`src/rtl/uart_receiver_if.sv`:
```
// Receive-side signal bundle: the serial line in, the delivered byte and its status flags out.
// master = the receiver itself, slave = the line driver / byte consumer.
interface uart_receiver_if #(
  parameter int DATA_W = 8
) ();
  logic              RX_in;
  logic [DATA_W-1:0] RX_data_out;
  logic              RX_valid;
  logic              RX_busy;
  logic              RX_parity_err;
  logic              RX_frame_err;

  modport master (
    input  RX_in,
    output RX_data_out,
    output RX_valid,
    output RX_busy,
    output RX_parity_err,
    output RX_frame_err
  );

  modport slave (
    output RX_in,
    input  RX_data_out,
    input  RX_valid,
    input  RX_busy,
    input  RX_parity_err,
    input  RX_frame_err
  );
endinterface

```
`src/rtl/uart_receiver.sv`:
```
// Oversampling UART receiver: start, DATA_W bits LSB first, parity, stop; 1-clock valid strobe with error flags.
// Define UART_RX_MAJORITY_EN for 2-of-3 majority sampling around each bit centre (all decisions one clock later).
module uart_receiver #(
  parameter int OVERSAMPLE = 16,
  parameter int DATA_W     = 8,
  parameter int PARITY_ODD = 0
) (
  input  logic             clock,
  input  logic             reset,
  uart_receiver_if.master  rx
);

  localparam int TICK_W = $clog2(OVERSAMPLE);
  localparam int BIT_W  = (DATA_W > 1) ? $clog2(DATA_W) : 1;
  localparam logic [TICK_W-1:0] LAST_TICK = TICK_W'(OVERSAMPLE - 1);
  localparam logic [BIT_W-1:0]  LAST_BIT  = BIT_W'(DATA_W - 1);
  localparam logic              PAR_ODD   = (PARITY_ODD != 0);

  typedef enum logic [2:0] {
    IDLE,
    START,
    DATA,
    PARITY,
    STOP
  } state_t;

  state_t              state_q, state_d;
  logic [TICK_W-1:0]   tick_q, tick_d;
  logic [BIT_W-1:0]    bitCnt_q, bitCnt_d;
  logic [DATA_W-1:0]   shift_q, shift_d;
  logic                par_q, par_d;
  logic [DATA_W-1:0]   data_q, data_d;
  logic                perr_q, perr_d;
  logic                ferr_q, ferr_d;
  logic                valid_q, valid_d;
  logic                sync1_q, rxS_q, rxPrev_q;
  logic                sampleBit;

`ifdef UART_RX_MAJORITY_EN
  // Deciding one tick late lets the vote span the centre sample and both neighbours.
  localparam logic [TICK_W-1:0] START_TICK = TICK_W'(OVERSAMPLE / 2);
  logic rxPrev2_q;

  always_ff @(posedge clock or posedge reset) begin
    if (reset) begin
      rxPrev2_q <= 1'b1;
    end else begin
      rxPrev2_q <= rxPrev_q;
    end
  end

  assign sampleBit = (rxS_q & rxPrev_q) | (rxS_q & rxPrev2_q) | (rxPrev_q & rxPrev2_q);
`else
  localparam logic [TICK_W-1:0] START_TICK = TICK_W'(OVERSAMPLE / 2 - 1);

  assign sampleBit = rxS_q;
`endif

  always_ff @(posedge clock or posedge reset) begin
    if (reset) begin
      sync1_q  <= 1'b1;
      rxS_q    <= 1'b1;
      rxPrev_q <= 1'b1;
    end else begin
      sync1_q  <= rx.RX_in;
      rxS_q    <= sync1_q;
      rxPrev_q <= rxS_q;
    end
  end

  always_ff @(posedge clock or posedge reset) begin
    if (reset) begin
      state_q  <= IDLE;
      tick_q   <= '0;
      bitCnt_q <= '0;
      shift_q  <= '0;
      par_q    <= 1'b0;
      data_q   <= '0;
      perr_q   <= 1'b0;
      ferr_q   <= 1'b0;
      valid_q  <= 1'b0;
    end else begin
      state_q  <= state_d;
      tick_q   <= tick_d;
      bitCnt_q <= bitCnt_d;
      shift_q  <= shift_d;
      par_q    <= par_d;
      data_q   <= data_d;
      perr_q   <= perr_d;
      ferr_q   <= ferr_d;
      valid_q  <= valid_d;
    end
  end

  always_comb begin
    state_d  = state_q;
    tick_d   = (tick_q == LAST_TICK) ? '0 : tick_q + 1'b1;
    bitCnt_d = bitCnt_q;
    shift_d  = shift_q;
    par_d    = par_q;
    data_d   = data_q;
    perr_d   = perr_q;
    ferr_d   = ferr_q;
    valid_d  = 1'b0;

    case (state_q)
      IDLE: begin
        tick_d   = '0;
        bitCnt_d = '0;
        // Only a genuine high-to-low transition starts a frame, so a held-low break never retriggers.
        if (rxPrev_q && !rxS_q) begin
          state_d = START;
        end
      end
      START: begin
        if (tick_q == START_TICK) begin
          if (sampleBit) begin
            state_d = IDLE;
          end else begin
            state_d = DATA;
            tick_d  = '0;
          end
        end
      end
      DATA: begin
        if (tick_q == LAST_TICK) begin
          shift_d = {sampleBit, shift_q[DATA_W-1:1]};
          if (bitCnt_q == LAST_BIT) begin
            bitCnt_d = '0;
            state_d  = PARITY;
          end else begin
            bitCnt_d = bitCnt_q + 1'b1;
          end
        end
      end
      PARITY: begin
        if (tick_q == LAST_TICK) begin
          par_d   = sampleBit;
          state_d = STOP;
        end
      end
      STOP: begin
        // Leaving at the stop-bit centre leaves half a bit to catch a back-to-back start edge.
        if (tick_q == LAST_TICK) begin
          data_d  = shift_q;
          perr_d  = ((^shift_q) ^ par_q) != PAR_ODD;
          ferr_d  = ~sampleBit;
          valid_d = 1'b1;
          state_d = IDLE;
        end
      end
      default: begin
        state_d = IDLE;
      end
    endcase
  end

  assign rx.RX_data_out   = data_q;
  assign rx.RX_valid      = valid_q;
  assign rx.RX_busy       = (state_q != IDLE);
  assign rx.RX_parity_err = perr_q;
  assign rx.RX_frame_err  = ferr_q;

endmodule
```
`src/flat_wrapper.sv`:
```
// flat-port wrapper written by rule: the top's interface ports become plain ports
module uart_receiver_flat 
#(
  parameter int OVERSAMPLE = 16,
  parameter int DATA_W     = 8,
  parameter int PARITY_ODD = 0
)
  (clock, reset, rx_RX_in, rx_RX_data_out, rx_RX_valid, rx_RX_busy, rx_RX_parity_err, rx_RX_frame_err);
  uart_receiver_if #(.DATA_W(DATA_W)) rx_i ();
  input  logic clock;
  input  logic reset;
  input wire logic [$bits(rx_i.RX_in)-1:0] rx_RX_in;
  output wire logic [$bits(rx_i.RX_data_out)-1:0] rx_RX_data_out;
  output wire logic [$bits(rx_i.RX_valid)-1:0] rx_RX_valid;
  output wire logic [$bits(rx_i.RX_busy)-1:0] rx_RX_busy;
  output wire logic [$bits(rx_i.RX_parity_err)-1:0] rx_RX_parity_err;
  output wire logic [$bits(rx_i.RX_frame_err)-1:0] rx_RX_frame_err;
  assign rx_i.RX_in = rx_RX_in;
  assign rx_RX_data_out = rx_i.RX_data_out;
  assign rx_RX_valid = rx_i.RX_valid;
  assign rx_RX_busy = rx_i.RX_busy;
  assign rx_RX_parity_err = rx_i.RX_parity_err;
  assign rx_RX_frame_err = rx_i.RX_frame_err;
  uart_receiver #(.OVERSAMPLE(OVERSAMPLE), .DATA_W(DATA_W), .PARITY_ODD(PARITY_ODD)) u_core (.clock(clock), .reset(reset), .rx(rx_i));
endmodule
```
`config.mk`:
```
export PLATFORM = sky130hd
export DESIGN_NAME = uart_receiver_flat
export DESIGN_NICKNAME = d
export VERILOG_FILES = /design/src/rtl/uart_receiver_if.sv /design/src/rtl/uart_receiver.sv /design/src/flat_wrapper.sv
export SDC_FILE = /design/constraint.sdc
export NUM_CORES = 1
export LEC_CHECK = 0
export ABC_CLOCK_PERIOD_IN_PS = 2040
export BUFFER_PORTS_ARGS = -buffer_cell sky130_fd_sc_hd__buf_2
export CAP_MARGIN = 40
export CORE_MARGIN = 1
export CORE_UTILIZATION = 57
export DETAILED_ROUTE_END_ITERATION = 16
export PLACE_DENSITY = 0.76
export SLEW_MARGIN = 20
export SYNTH_ARGS = -nofsm -noshare
export SYNTH_HDL_FRONTEND = slang
export SYNTH_SLANG_ARGS = --single-unit
```
`constraint.sdc`:
```
create_clock -name clock -period 2.04 [get_ports clock]
set_input_delay 0 -clock clock [delete_from_list [all_inputs] [get_ports clock]]
set_output_delay 0 -clock clock [all_outputs]
set_load 0.01 [all_outputs]
```
* Yosys cells after proc, flatten, opt, wreduce, memory -nomap -nowiden *
Cells that the tools add are included.

operators by class
  add/sub/neg operators = 2
  equal/unequal tests = 13
  muxes and demuxes = 17
  bitwise operators = 2
  reductions and logical operators = 11

operators with widths
  operator                                             number
  2-to-1 mux 3 bit                                     8
  one-hot mux 3 bit (5 select lines)                   1
  2-to-1 mux 4 bit                                     3
  != test 2 x 1 -> 1 bit, second input constant        6
  one-hot mux 4 bit (2 select lines)                   1
  AND reduction 2 bit                                  4
  parity 8 bit                                         1
  equality test 3 x 2 -> 1 bit, second input constant  2
  equality test 3 bit, second input constant           2
  one-hot mux 3 bit (2 select lines)                   1
  AND reduction 6 bit                                  1
  adder 4 x 1 -> 4 bit, second input constant          1
  equality test 4 x 3 -> 1 bit, second input constant  1
  equality test 4 bit, second input constant           1
  adder 3 x 1 -> 3 bit, second input constant          1
  equality test 3 x 1 -> 1 bit, second input constant  1
  logical NOT 3 bit                                    1
  nonzero test 3 bit                                   1
  2-to-1 mux 1 bit                                     2
  2-to-1 mux 2 bit                                     1
  nonzero test 2 bit                                   1
  logical AND 1 bit                                    1
  logical NOT 1 bit                                    1
  NOT 1 bit                                            1
  XOR 1 bit                                            1

storage, ports and cells
  bits in registers = 33
  input port bits = 3
  output and inout port bits = 12
  word-level logic and storage cells = 57

* Depth between registers and ports, before layout *
  depth in word-level cells = 5
  gate-level depth with buffers = 7
  depth with buffers taken out = 5

* Worst setup path after synthesis *
Ideal clock, no wire load.

  path type = reg-to-reg
  start = register u_core.tick_q[0]
  end = register u_core.data_q[0], in the netlist u_core.rx.RX_data_out[0]
  setup time = 0.125 ns
  arrival = 1.473 ns
  required time = 1.915 ns
  slack = 0.442 ns
  cell stages (with the launch flop) = 7
  clock period less this slack = 1.598 ns
  cell sequence = dfrtp_1 -> ha_1 -> and3_1 -> buf_6 -> nand3_4 -> buf_6 -> mux2_4

on the way
  word-level cells in the longest chain between the ends = 2

RTL lines
  element                               RTL line              source
  from (decl)                           uart_receiver.sv:28   logic [TICK_W-1:0] tick_q, tick_d;
  from (signal assigned)                uart_receiver.sv:84   tick_q <= tick_d;
  equality test 4 bit                   uart_receiver.sv:144  if (tick_q == LAST_TICK) begin
  AND reduction 2 bit (no source line)  -
  to (signal assigned)                  uart_receiver.sv:88   data_q <= data_d;
  to (decl)                             uart_receiver.sv:32   logic [DATA_W-1:0] data_q, data_d;

Every way passes these cells.
A chain may end at the register's enable or synchronous reset.

* Final worst setup path *
  start = register u_core.tick_q[0]
  end = register u_core.data_q[4], in the netlist u_core.rx.RX_data_out[4]

Same word-level chain as after synthesis.

==> impl_metrics.ini <==
[run_status]
status = finished, final reports clean

[timing]
setup_violations = 0
max_freq_mhz = 559
slew_headroom_pct = 71.5
final-max-slew-violation-count = 0
hold_violations = 0
setup_slack_ps = 250
tns_ps = 0
grt_setup_unrepaired = no
tightest_slew_ps = 427
fin_skew_ps = 19.2
period_needed_ps = 1790
finalCritPeriodShare_pct = 87.7

[die]
die_area_um2 = 2830
num_io_pins = 15
start_util_pct = 60.4
core_area_um2 = 2480
die_h_um = 53.2
die_w_um = 53.2
num_rows = 18

[routing]
first_pass_iters = 4
routed_via_density = 5.39
wl_per_cell_um = 14.4
num_vias = 905
drc = 0
ant_nets = 0
drt_iter0_drc = 10
wl_um = 2430

[worst_setup_path]
r2r-start = u_core.tick_q[0]$_DFF_PP0_
arrival_ps = 2020
cp-end-kind = flop
cp.required_ps = 2270
worst_setup_path_start_kind = flop
startpoint = u_core.tick_q[0]$_DFF_PP0_
cp_max_fo = 13
setup.worst_path.class = flop to flop

[placed_design]
hpwl_um = 1730
pre_cts_ws_ps = 231
numPortBuffers = 14
gp_congestion = 0.783

[synthesis]
yosysUniqueCellTypes = 30
avgSynthCellArea_um2 = 12.8
synth_fp_nets = 123
ys_seq_elements = 33
ys_seq_area_share_pct = 55.4
yosysWarnings = 0
mappedNetlistArea_um2 = 1500
syn_inst = 117

[final_layout]
antennaDiodeCount = 0
final_common_cell = dfrtp_1
final_cell_mix = dfrtp_1, buf_2, nand2_1
drive_above_1_share_pct = 31.9
synthToLayoutAreaGrowth_pct = 10.7
nNetsFinal = 143

[clock_tree]
clock-sinks = 33
h-tree-depth = 2
clock_latency_ps = 340
clockBufferDepth = 2
cts_setup_buffers = 0
numCtsBuffers = 5
clkSlewWorstSetupHoldPaths_ps = 100
cts_tree = yes
cts_root_buffer = clkbuf_4

[global_routing]
overflow = 0
grt_use_total_pct = 21.6
first_global_vias = 905
antenna_found_initial = 0
grt_pass1_wl_um = 4030
grt_max_degree = 22

[worst_hold_path]
hold_class = primary input to async pin

[pwr]
total_power_mw = 1.44
power.density_nw_per_um2 = 872
vdd_drop_max_v = 0.000704
p_leak_nw = 0.862

[run]
maxCapViolCount = 0
-- path summary, 6_finish.rpt --
check                                                       endpoint  slack, ps  depth (start not counted)
worst max-delay path            u_core.rx.RX_data_out[4]$_DFFE_PP0P_        250                          4
worst min-delay path                    u_core.rx.RX_valid$_DFF_PP0_         70                          3
worst max register to register  u_core.rx.RX_data_out[4]$_DFFE_PP0P_        250                          4
worst min register to register                u_core.rxS_q$_DFF_PP1_        360                          0
max in group asynchronous       u_core.rx.RX_data_out[4]$_DFFE_PP0P_       1470                          5
min in group clock                          u_core.sync1_q$_DFF_PP1_        320                          2
-- critical path, cell delays in order (launching register included) --
cell	delay, ps
dfrtp_1	390
ha_1	240
and3_1	450
nand3_4	260
mux2_4	350
-- kinds of logic (layout without fill, tap and decap cells) --
family                     after synthesis  after routing  synth area share [%]
AOI/OAI and AO/OA                       20             20                  7.86
xor gates and xnor gates                 9              9                  6.19
adders and majority gates                3              3                  2.51
buffers and inverters                   12             33                  4.68
DFF                                     33             33                  55.4
muxes                                   15             15                  13.5
and+or+nand+nor                         25             25                  9.78
-- per-layer routing --
layer / track usage [%] / routed length, µm / vias up
met5: 0 / 0 / -
met4: 15.8 / 62 / 0
met3: 6.03 / 102 / 8
met2: 31.7 / 1150 / 25
met1: 26.8 / 1110 / 426
li1: - / - / 446
-- synthesized netlist by cell type (all sizes together) --
| master | number | share of area [%] |
|---|---|---|
| a211o | 1 | 0.59 |
| and3 | 1 | 0.42 |
| xnor2 | 5 | 2.9 |
| nor2b | 1 | 0.42 |
| xnor3 | 1 | 1.5 |
| o21ai | 10 | 3.3 |
| a21oi | 4 | 1.3 |
| nand2 | 11 | 2.8 |
| dfrtp | 30 | 50 |
| inv | 6 | 1.5 |
| xor2 | 3 | 1.8 |
| clkbuf | 1 | 0.25 |
| nor2 | 2 | 0.67 |
| nor3 | 3 | 1.0 |
| o31a | 1 | 0.59 |
| ha | 3 | 2.5 |
| nand4b | 2 | 1.2 |
| a31oi | 1 | 0.42 |
| dfstp | 3 | 5.3 |
| a21o | 1 | 0.50 |
| o21a | 1 | 0.50 |
| mux2 | 15 | 14 |
| nand3 | 5 | 3.3 |
| a311oi | 1 | 0.59 |
| buf | 5 | 2.9 |
-- cell type report --
class,count,area [µm²]
Sequential cell,33,830
Fill cell,199,821
Multi-Input combinational cell,72,597
Timing Repair Buffer,19,120
Clock buffer,7,45.0
Tap cell,30,37.5
Inverter,6,22.5
Clock inverter,1,5.00
-- stage by stage --
| step | std cells | instance area, µm² | utilization [%] | hold WS [ps] |
|---|---|---|---|---|
| 5_1_grt | 168 | 1660 | 66.9 | 87.7 |
| 3_5_place_dp | 157 | 1570 | 63.4 | 106 |
| 6_report | 168 | 1660 | 66.9 | 71.2 |
| 4_1_cts | 167 | 1640 | 66.3 | 295 |
| 3_3_place_gp | 157 | 1570 | 63.4 | 107 |
| 2_1_floorplan | 117 | 1500 | - | 4.48 |
-- report_power, final --
part	leakage [nW]	total, mW	internal (mW)	switching (mW)
Combinational	0.393	0.285	0.129	0.156
Clock	0.0293	0.342	0.134	0.208
Sequential	0.440	0.817	0.718	0.0987
Total	0.862	1.44	0.981	0.463
-- sequential cells by signal, summed over array words and instances (netlist names) --
signal,flops
u_core.rx.RX_valid,1
u_core.bitCnt_q,3
u_core.tick_q,4
u_core.par_q,1
u_core.sync1_q,1
u_core.rx.RX_parity_err,1
u_core.rxS_q,1
u_core.shift_q,8
u_core.state_q,3
u_core.rx.RX_frame_err,1
u_core.rxPrev_q,1
u_core.rx.RX_data_out,8
-- repair_timing --
item / in CTS / in global routing
hold endpoints to repair: 17 / 0
hold buffers: 2 / 0
gates resized for setup: 0 / 0
(Power assumes the default switching activity.)
